File: src/rtl/neuron_pkg.sv
// Shared types, default widths and arithmetic helpers for the LIF neuron.
// Latency: n/a (package only).
// Backpressure: n/a (package only).
package neuron_pkg;

    typedef enum logic {
        ST_INTEG = 1'b0,
        ST_REFR  = 1'b1
    } state_t;

    localparam int DEF_N       = 4;
    localparam int DEF_XW      = 4;
    localparam int DEF_WW      = 4;
    localparam int DEF_MW      = 12;
    localparam int DEF_REFRACT = 3;

    // a + b clamped to the signed range of an mw-bit value (mw <= 30).
    function automatic logic signed [31:0] sat_add(input logic signed [31:0] a,
                                                   input logic signed [31:0] b,
                                                   input int                 mw);
        logic signed [31:0] total;
        logic signed [31:0] hi;
        logic signed [31:0] lo;
        total = a + b;
        hi    = (32'sd1 <<< (mw - 1)) - 32'sd1;
        lo    = -(32'sd1 <<< (mw - 1));
        if (total > hi) begin
            sat_add = hi;
        end else if (total < lo) begin
            sat_add = lo;
        end else begin
            sat_add = total;
        end
    endfunction

endpackage

File: src/rtl/neuron_wsum.sv
// Synaptic weight register file plus combinational weighted sum of the inputs.
// Latency: weight writes land at the clock edge; sum is combinational from x and stored weights.
// Backpressure: none; writes are always accepted (out-of-range indices are dropped).
//   Ports: clk/rst_n, w_we/w_addr/w_data weight write, x packed unsigned inputs,
//          sum signed sum(w[i] * x[i]) at MW+2 bits.
module neuron_wsum
    import neuron_pkg::*;
#(
    parameter int N  = DEF_N,
    parameter int XW = DEF_XW,
    parameter int WW = DEF_WW,
    parameter int MW = DEF_MW
) (
    input  logic                   clk,
    input  logic                   rst_n,
    input  logic                   w_we,
    input  logic [$clog2(N)-1:0]   w_addr,
    input  logic signed [WW-1:0]   w_data,
    input  logic [N*XW-1:0]        x,
    output logic signed [MW+1:0]   sum
);

    logic signed [WW-1:0] w_q [N];

    // The sum below reads w_q before this edge, so a write coinciding with a
    // beat only affects the following beat.
    always_ff @(posedge clk or negedge rst_n) begin
        if (!rst_n) begin
            for (int i = 0; i < N; i++) begin
                w_q[i] <= '0;
            end
        end else if (w_we && (int'(w_addr) < N)) begin
            w_q[w_addr] <= w_data;
        end
    end

    always_comb begin
        logic signed [MW+1:0] acc;
        acc = '0;
        for (int i = 0; i < N; i++) begin
            // Inputs are unsigned: prepend a zero before treating them as signed.
            acc = acc + (MW+2)'(w_q[i]) * (MW+2)'(signed'({1'b0, x[i*XW +: XW]}));
        end
        sum = acc;
    end

endmodule

File: src/rtl/lif_neuron_n.sv
// N-input leaky integrate-and-fire neuron with saturating membrane and refractory period.
// Latency: a beat at edge t shows on membrane/spike from cycle t+1.
// Backpressure: none; beats arriving during refractory are silently dropped.
//   Ports: clk/rst_n, in_valid + x input beat, w_we/w_addr/w_data weight load,
//          threshold/leak_shift config, spike/membrane/refractory status.
//   Optional: ADAPTIVE_THRESH_EN adds a spike-driven threshold offset exposed on th_adj.
module lif_neuron_n
    import neuron_pkg::*;
#(
    parameter int N       = DEF_N,
    parameter int XW      = DEF_XW,
    parameter int WW      = DEF_WW,
    parameter int MW      = DEF_MW,
    parameter int REFRACT = DEF_REFRACT
) (
    input  logic                   clk,
    input  logic                   rst_n,
    input  logic                   in_valid,
    input  logic [N*XW-1:0]        x,
    input  logic                   w_we,
    input  logic [$clog2(N)-1:0]   w_addr,
    input  logic signed [WW-1:0]   w_data,
    input  logic signed [MW-1:0]   threshold,
    input  logic [3:0]             leak_shift,
    output logic                   spike,
    output logic [MW-1:0]          membrane,
    output logic                   refractory
`ifdef ADAPTIVE_THRESH_EN
    ,
    output logic [MW-1:0]          th_adj
`endif
);

    localparam int CW = (REFRACT > 1) ? $clog2(REFRACT) : 1;

    logic signed [MW+1:0] sum;
    state_t               state_q, state_d;
    logic [CW-1:0]        cnt_q, cnt_d;
    logic signed [MW-1:0] v_q, v_d, leak;
    logic                 spike_d;
    logic signed [31:0]   v_sum, thr_eff;
    logic                 fire;
`ifdef ADAPTIVE_THRESH_EN
    logic [MW-1:0]        th_q, th_d;
`endif

    neuron_wsum #(.N(N), .XW(XW), .WW(WW), .MW(MW)) u_wsum (
        .clk    (clk),
        .rst_n  (rst_n),
        .w_we   (w_we),
        .w_addr (w_addr),
        .w_data (w_data),
        .x      (x),
        .sum    (sum)
    );

    always_comb begin
        // Kept as an if so the shift stays arithmetic (a ternary with '0 would not be).
        leak = '0;
        if (leak_shift != 4'd0) begin
            leak = v_q >>> leak_shift;
        end
        v_sum = sat_add(32'(v_q) - 32'(leak), 32'(sum), MW);
`ifdef ADAPTIVE_THRESH_EN
        thr_eff = 32'(threshold) + $signed({{(32-MW){1'b0}}, th_q});
`else
        thr_eff = 32'(threshold);
`endif
        fire = (v_sum >= thr_eff);

        state_d = state_q;
        cnt_d   = cnt_q;
        v_d     = v_q;
        spike_d = 1'b0;
`ifdef ADAPTIVE_THRESH_EN
        th_d    = th_q;
`endif
        case (state_q)
            ST_INTEG: begin
                if (in_valid) begin
                    if (fire) begin
                        spike_d = 1'b1;
                        v_d     = '0;
                        state_d = ST_REFR;
                        cnt_d   = CW'(REFRACT - 1);
`ifdef ADAPTIVE_THRESH_EN
                        th_d = (th_q > ({MW{1'b1}} - MW'(2))) ? {MW{1'b1}} : th_q + MW'(2);
`endif
                    end else begin
                        v_d = MW'(v_sum);
`ifdef ADAPTIVE_THRESH_EN
                        th_d = (th_q == '0) ? '0 : th_q - MW'(1);
`endif
                    end
                end
            end
            ST_REFR: begin
                v_d = '0;
                if (cnt_q == '0) begin
                    state_d = ST_INTEG;
                end else begin
                    cnt_d = cnt_q - CW'(1);
                end
            end
            default: begin
                state_d = ST_INTEG;
            end
        endcase
    end

    always_ff @(posedge clk or negedge rst_n) begin
        if (!rst_n) begin
            state_q <= ST_INTEG;
            cnt_q   <= '0;
            v_q     <= '0;
            spike   <= 1'b0;
`ifdef ADAPTIVE_THRESH_EN
            th_q    <= '0;
`endif
        end else begin
            state_q <= state_d;
            cnt_q   <= cnt_d;
            v_q     <= v_d;
            spike   <= spike_d;
`ifdef ADAPTIVE_THRESH_EN
            th_q    <= th_d;
`endif
        end
    end

    assign membrane   = v_q;
    assign refractory = (state_q == ST_REFR);
`ifdef ADAPTIVE_THRESH_EN
    assign th_adj     = th_q;
`endif

endmodule

File: config.mk
export PLATFORM = sky130hd
export DESIGN_NAME = lif_neuron_n
export DESIGN_NICKNAME = d
export VERILOG_FILES = /design/src/rtl/neuron_pkg.sv /design/src/rtl/neuron_wsum.sv /design/src/rtl/lif_neuron_n.sv
export SDC_FILE = /design/constraint.sdc
export NUM_CORES = 1
export LEC_CHECK = 0
export BUFFER_PORTS_ARGS = -buffer_cell sky130_fd_sc_hd__buf_2
export CORE_MARGIN = 8
export CORE_UTILIZATION = 57
export CTS_BUF_LIST = sky130_fd_sc_hd__clkbuf_8
export CTS_CLUSTER_DIAMETER = 80
export DETAILED_ROUTE_END_ITERATION = 7
export MAX_ROUTING_LAYER = met4
export PLACE_DENSITY = 0.8
export SLEW_MARGIN = 10
export SYNTH_ARGS = -nofsm -noshare
export SYNTH_HDL_FRONTEND = slang
export SYNTH_SLANG_ARGS = --single-unit
File: constraint.sdc
create_clock -name clk -period 10.2 [get_ports clk]
set_input_delay 1.53 -clock clk [delete_from_list [all_inputs] [get_ports clk]]
set_output_delay 1.53 -clock clk [all_outputs]
set_load 0.05 [all_outputs]
# Yosys cells after proc, flatten, opt, wreduce, memory -nomap -nowiden
# Index checks and enable logic that the tools add are counted.
[totals]
register_bits = 32
in_bits = 42
wordCells = 51
[op_classes]
addsub = 6
n_mul = 4
n_lt_le_gt_ge = 5
n_eq_ne = 3
n_shift = 1
n_mux = 18
bitwise = 2
reduce_logical = 4
[op_table]
columns = ["cell", "count"]
rows = [
  ["$mux 32", 2],
  ["$mul 4x5->9", 4],
  ["$mux 12", 3],
  ["$ge 32x12->1", 1],
  ["$add 14x14->14", 2],
  ["$pmux 12 s2", 1],
  ["$bwmux 16", 1],
  ["$add 13x14->15", 1],
  ["$gt 15x12->1 const B", 1],
  ["$lt 15x12->1 const B", 1],
  ["$add 14x9->14", 1],
  ["$sub 12x12->13", 1],
  ["$sshr 12x4->12", 1],
  ["$demux 4 s2", 1],
  ["$mux 2", 3],
  ["$ne 2x2->1 const B", 3],
  ["$mux 1", 4],
  ["$mux 4", 1],
  ["$pmux 2 s2", 1],
  ["$reduce_bool 4->1", 1],
  ["$ge 3x3->1 const B", 1],
  ["$lt 3x1->1 const B", 1],
  ["$not 2->3", 1],
  ["$reduce_and 3->1", 1],
  ["5 further kinds", 5],
]

# Depth between registers and ports, before layout
[logic_depth]
word_depth = 12
depth_mapped = 51
depth_no_buf = 46

# Cells and area by module
# From an unflattened synthesis, not the netlist that was laid out.
[unflattened]
hier_cells = 712
area_unflattened_um2 = 6317.3
[by_module_without_submodules]
columns = ["mod", "instances", "cells_each", "area_each_um2"]
rows = [
  ["neuron_wsum", 1, 362, 3515.9],
  ["lif_neuron_n", 1, 350, 2801.4],
]

# Least setup slack after synthesis
# Ideal clock, no wire load.
[synth_path]
path_kind = "in2reg"
from = "input port x[4]"
to = "register v_q[0], in the netlist membrane[0]"
setup_time_ns = 0.083
t_arrival_ns = 12.013
required_ns = 10.117
slack_ns = -1.896
stages = 46
path_cell_list = "nand2b_1 fa_1 fa_1 fa_1 inv_1 ha_1 inv_1 fa_1 inv_1 ha_1 inv_1 fa_1 fa_1 fa_1 inv_1 ha_1 a21o_1 a21oi_1 [10 not listed] nor3_1 xor2_1 and3_1 nand3_1 ha_1 clkbuf_1 inv_1 clkbuf_1 a32o_1 ha_1 a21o_1 a21o_1 a211oi_1 o21ai_0 nor3_1 a21bo_2 clkbuf_1 o21ai_0"
[synth_between]
elab_chain_len = 12
[synth_rtl]
columns = ["element", "line_no", "rtl"]
rows = [
  ["start: declaration", "lif_neuron_n.sv:19", "input logic [N*XW-1:0] x,"],
  ["$mul 4x5->9 *", "neuron_wsum.sv:42", "acc = acc + (MW+2)'(w_q[i]) * (MW+2)'(signed'({1'b0, x[i*XW +: XW]}));"],
  ["$add 14x14->14 * (2 in series)", "neuron_wsum.sv:42", ""],
  ["$add 14x9->14 *", "neuron_wsum.sv:42", ""],
  ["$add 13x14->15 *", "neuron_pkg.sv:24", "total = a + b;"],
  ["$lt 15x12->1", "neuron_pkg.sv:29", "end else if (total < lo) begin"],
  ["$mux 32", "neuron_pkg.sv:29", ""],
  ["$mux 32 *", "neuron_pkg.sv:27", "if (total > hi) begin"],
  ["$ge 32x12->1", "lif_neuron_n.sv:69", "fire = (v_sum >= thr_eff);"],
  ["$mux 12 *", "lif_neuron_n.sv:81", "if (fire) begin"],
  ["$mux 12 *", "lif_neuron_n.sv:80", "if (in_valid) begin"],
  ["$pmux 12 s2 *", "lif_neuron_n.sv:78", "case (state_q)"],
  ["end signal: assignment", "lif_neuron_n.sv:123", "v_q <= v_d;"],
  ["end: declaration", "lif_neuron_n.sv:39", "logic signed [MW-1:0] v_q, v_d, leak;"],
]
# Mark *: on every way between the ends. The rest lies on a longest branch, timed or not. The select of a mux whose other input is x is not followed.
# A chain may end at the register's enable or synchronous reset.

# Worst setup path after layout
[layout_path]
from = "input port x[0]"
to = "register v_q[7], in the netlist membrane[7]"
# The elaborated chain is that of the path after synthesis.

==> impl_table.tex <==
\begin{tabular}{lr}
\hline
Metric & Value \\
\hline
\multicolumn{2}{l}{\textbf{Floorplan}} \\
Core box area & approximately 11000 um2 \\
Floorplan die area & about 15000 um2 \\
Number of top-level design ports & 56 \\
Initial Utilization & about 57\% \\
Die outline width & around 120 um \\
Num rows & 39 \\
Chip height & 122.4 um \\
\multicolumn{2}{l}{\textbf{STA}} \\
Count of final hold-check violations & 0 \\
Min setup slack post-route & -0.8601 ns \\
Setup clock skew after layout & 0.004956 ns \\
Setup repair after global routing missed its margin & yes \\
FMAX & about 0.09 GHz \\
Setup-violating endpoint count in the final report & 16 \\
Tightest Pin Transition & approximately 1.1 ns \\
Period utilization & 108.4\% \\
Number of max-slew violations in the final report & 0 \\
Rel. slew slack & between 20\% and 30\% \\
Post-layout minimum cycle time & around 11 ns \\
\multicolumn{2}{l}{\textbf{Synth}} \\
Cell area after synthesis & between 6000 and 7000 um2 \\
Number of synthesized flops with an enable pin & 0 \\
Post-synthesis average cell area & 8.620 um2 \\
Async set-or-reset flop fraction in the synthesized netlist & 100.0\% \\
Post-synthesis instance total & around 750 \\
Post-synthesis sequential element count & 32 \\
Net count after synthesis & around 960 \\
Warnings, synthesis & 0 \\
Sequential share of the synthesized area & approximately an eighth \\
Prevailing post-synth register cell & sky130\_fd\_sc\_hd\_\_dfrtp\_1 \\
Count of cell types in the netlist & slightly below 60 \\
\multicolumn{2}{l}{\textbf{Final layout}} \\
Synth-to-layout area growth & 28.29\% \\
Fraction of final layout cells with drive strength greater than 1 & a little under a third \\
Final layout net count & roughly 1100 \\
Filler-free cell count of the finished design & approximately 1000 \\
Antenna cells & 0 \\
\multicolumn{2}{l}{\textbf{Critical path}} \\
Most used cell along the critical path & sky130\_fd\_sc\_hd\_\_fa\_1 \\
CP Data Required Time & around 10 ns \\
Biggest fanout along the worst timing path & 12 \\
Crit path DAT & 11.28 ns \\
Worst setup SP type & input port \\
Slowest cell delay on critical path & $\sim$0.55 ns \\
Startpoint-to-endpoint class of the critical path & in -> reg \\
Kind of capture point of the worst setup path & flop \\
Worst reg2reg path startpoint & u\_wsum.w\_q[13] \\
Launching element of the worst setup path & x[0] \\
Slowest cell on the critical path & sky130\_fd\_sc\_hd\_\_fa\_1 \\
\multicolumn{2}{l}{\textbf{Status}} \\
Violated checks & negative setup slack \\
Outcome & finished, violations left \\
\multicolumn{2}{l}{\textbf{Clock tree}} \\
Clk sinks & 32 \\
Count of hold-fix buffers inserted at cts & 0 \\
Clock buffer count from CTS & 5 \\
CTS tree & done \\
Clk buf depth & 2 \\
Insertion delay of the later-clocked pin in the worst-skew pair & a little under 0.3 ns \\
Clock edge transition at the registers on the reported setup and hold paths & 0.07 ns \\
\# H-tree levels & 2 \\
Root Buffer Master & sky130\_fd\_sc\_hd\_\_clkbuf\_8 \\
\multicolumn{2}{l}{\textbf{Placed design}} \\
Sum of net half-perimeters after detailed placement & approximately 14000 um \\
Number of input and output port buffers inserted & 55 \\
RePlAce Congestion & roughly 0.9 \\
Placement-stage worst setup slack & -1.320 ns \\
Placed Cells & $\sim$1000 \\
\multicolumn{2}{l}{\textbf{Min path}} \\
Hold path startpoint & cnt\_q[0] \\
Worst min-delay path category & reg -> reg \\
\multicolumn{2}{l}{\textbf{Drt}} \\
DRC violations left & 0 \\
Average wire per standard cell & 17.73 um \\
DR pass1 iterations & 5 \\
Number of violations reported at the end of detailed-routing iteration 0 & around 450 \\
Via density per instance & about 5.9 \\
Via count & a little over 6000 \\
Final antenna-violating net count & 0 \\
Routed WL & 18240 um \\
\multicolumn{2}{l}{\textbf{Global route}} \\
GRT Residual Overflow & 0 \\
Gr usage total & about a quarter \\
Largest net degree at the start of global routing & 33 \\
Wire length of the first global-routing pass & approximately 29000 um \\
Number of global-route vias before repair & 6065 \\
Antenna violations before repair & 0 \\
\multicolumn{2}{l}{\textbf{Job}} \\
Max cap viols & 0 \\
\hline
\end{tabular}
-- stage by stage --
stage               area [um2]  utilization [%]  TNS (ns)  hold slack (ns)
finish                    8272            73.70    -13.04           0.4925
global route              8272            73.70    -18.22           0.5100
CTS                       8023            71.48    -11.87           0.4941
detailed placement        7559            67.35    -20.07           0.4850
global placement          7559            67.35    -15.64           0.4617
floorplan                 6650                -    -13.18           0.4510
-- per-layer routing --
| layer | track usage [%] | routed length, um | vias to the layer above |
|---|---|---|---|
| li1 | - | - | 2819 |
| met1 | 31.03 | 7400 | 2947 |
| met2 | 39.53 | 9005 | 270 |
| met3 | 3.082 | 1380 | 43 |
| met4 | 7.007 | 454 | 0 |
| met5 | - | 0 | - |
-- cell usage in the layout (no fill, tap or decap), types with 3 or more instances in the layout --
cell,instances
sky130_fd_sc_hd__o21ai_1,10
sky130_fd_sc_hd__a21o_1,19
sky130_fd_sc_hd__a22o_1,4
sky130_fd_sc_hd__o21bai_1,7
sky130_fd_sc_hd__a22oi_2,5
sky130_fd_sc_hd__o21ai_2,10
sky130_fd_sc_hd__mux2_2,16
sky130_fd_sc_hd__inv_1,118
sky130_fd_sc_hd__mux2i_1,8
sky130_fd_sc_hd__a32oi_1,4
sky130_fd_sc_hd__xor2_1,6
sky130_fd_sc_hd__dfrtp_1,32
sky130_fd_sc_hd__nor2b_4,3
sky130_fd_sc_hd__nor3_2,4
sky130_fd_sc_hd__clkbuf_8,6
sky130_fd_sc_hd__nand3b_1,3
sky130_fd_sc_hd__and2_1,33
sky130_fd_sc_hd__nand2_1,42
sky130_fd_sc_hd__buf_2,52
sky130_fd_sc_hd__xnor2_1,17
sky130_fd_sc_hd__buf_4,89
sky130_fd_sc_hd__o21ai_0,18
sky130_fd_sc_hd__nor2_1,37
sky130_fd_sc_hd__nand2b_4,3
sky130_fd_sc_hd__a211oi_1,6
sky130_fd_sc_hd__ha_4,14
sky130_fd_sc_hd__fa_1,52
sky130_fd_sc_hd__a21oi_2,8
sky130_fd_sc_hd__buf_6,7
sky130_fd_sc_hd__nor3_1,5
sky130_fd_sc_hd__a31oi_1,6
sky130_fd_sc_hd__inv_2,9
sky130_fd_sc_hd__nor2b_1,3
sky130_fd_sc_hd__a21oi_1,28
sky130_fd_sc_hd__nand2b_1,17
sky130_fd_sc_hd__ha_1,106
sky130_fd_sc_hd__o21a_1,5
sky130_fd_sc_hd__a21boi_0,3
sky130_fd_sc_hd__nand3_1,5
-- what timing repair did --
item | CTS | global route
resized for setup | 55 | 42
cloned | 2 | 0
pin swaps | 44 | 19
setup buffers | 11 | 4
endpoints found under the setup margin | 16 | 16
-- area by class of cell --
class	count	area [um2]
multi-input combinational	571	5715
fill	748	2952
timing repair buffer	148	1007
sequential	32	800.8
inverter	127	479.2
tap	143	178.9
clock buffer	6	82.58
clock inverter	2	7.507
-- sequential cells by signal, summed over array words and instances (netlist names) --
name	flops
cnt_q	2
membrane	12
refractory	1
spike	1
u_wsum.w_q	16
-- Yosys cell counts (3+ instances only) --
| cell type | number | area (um2) |
|---|---|---|
| sky130_fd_sc_hd__nand2_1 | 44 | 165.2 |
| sky130_fd_sc_hd__a21oi_1 | 38 | 190.2 |
| sky130_fd_sc_hd__mux2i_1 | 9 | 90.09 |
| sky130_fd_sc_hd__dfrtp_1 | 32 | 800.8 |
| sky130_fd_sc_hd__o21a_1 | 6 | 45.04 |
| sky130_fd_sc_hd__inv_1 | 125 | 469.2 |
| sky130_fd_sc_hd__a21boi_0 | 3 | 22.52 |
| sky130_fd_sc_hd__ha_1 | 120 | 1501 |
| sky130_fd_sc_hd__o21ai_0 | 39 | 195.2 |
| sky130_fd_sc_hd__nand3b_1 | 3 | 22.52 |
| sky130_fd_sc_hd__xor2_1 | 8 | 70.07 |
| sky130_fd_sc_hd__fa_1 | 54 | 1081 |
| sky130_fd_sc_hd__a211o_1 | 3 | 26.28 |
| sky130_fd_sc_hd__nor2_1 | 38 | 142.6 |
| sky130_fd_sc_hd__a211oi_1 | 7 | 52.55 |
| sky130_fd_sc_hd__a31oi_1 | 7 | 43.79 |
| sky130_fd_sc_hd__a2111oi_0 | 3 | 26.28 |
| sky130_fd_sc_hd__a22o_1 | 4 | 35.03 |
| sky130_fd_sc_hd__o21bai_1 | 7 | 52.55 |
| sky130_fd_sc_hd__and3_1 | 3 | 18.77 |
| sky130_fd_sc_hd__a32oi_1 | 6 | 52.55 |
| sky130_fd_sc_hd__nand2b_1 | 20 | 125.1 |
| sky130_fd_sc_hd__nor2b_1 | 6 | 37.54 |
| sky130_fd_sc_hd__a41oi_1 | 3 | 26.28 |
| sky130_fd_sc_hd__clkbuf_1 | 12 | 45.04 |
| sky130_fd_sc_hd__mux2_2 | 16 | 180.2 |
| sky130_fd_sc_hd__xnor2_1 | 18 | 157.7 |
| sky130_fd_sc_hd__a22oi_1 | 5 | 37.54 |
| sky130_fd_sc_hd__buf_2 | 4 | 20.02 |
| sky130_fd_sc_hd__nor3_1 | 11 | 55.05 |
| sky130_fd_sc_hd__nand3_1 | 7 | 35.03 |
| sky130_fd_sc_hd__a21o_1 | 19 | 142.6 |
| sky130_fd_sc_hd__and2_1 | 34 | 212.7 |
| sky130_fd_sc_hd__or3_1 | 3 | 18.77 |
-- critical path, delay by kind of cell --
family          cells  cell delay, ns
xor+xnor            3            0.47
buf+inv            11            1.13
fa+ha+maj          12            4.75
simple gates        3            0.56
compound gates     15            2.85
-- path summary, 6_finish.rpt --
kind	to	slack [ns]	cells past startpoint
min in group asynchronous	cnt_q[1]	1.31	1
max in group asynchronous	u_wsum.w_q[4]	8.38	1
setup reg to reg	membrane[7]	0.01	43
hold / removal	cnt_q[0]	0.49	1
setup / recovery	membrane[7]	-0.86	44
hold reg to reg	cnt_q[0]	0.49	1
-- kinds of logic after synthesis --
group           synth area share, %
simple gates                  13.95
fa+ha+maj                     40.05
compound gates                17.10
buf+inv                       8.752
flops                         12.42
xor+xnor                      3.532
mux                           4.192
Power is left out: the tool's default activity adds up to more than one toggle a clock period on the data nets, which glitch-free logic cannot reach.
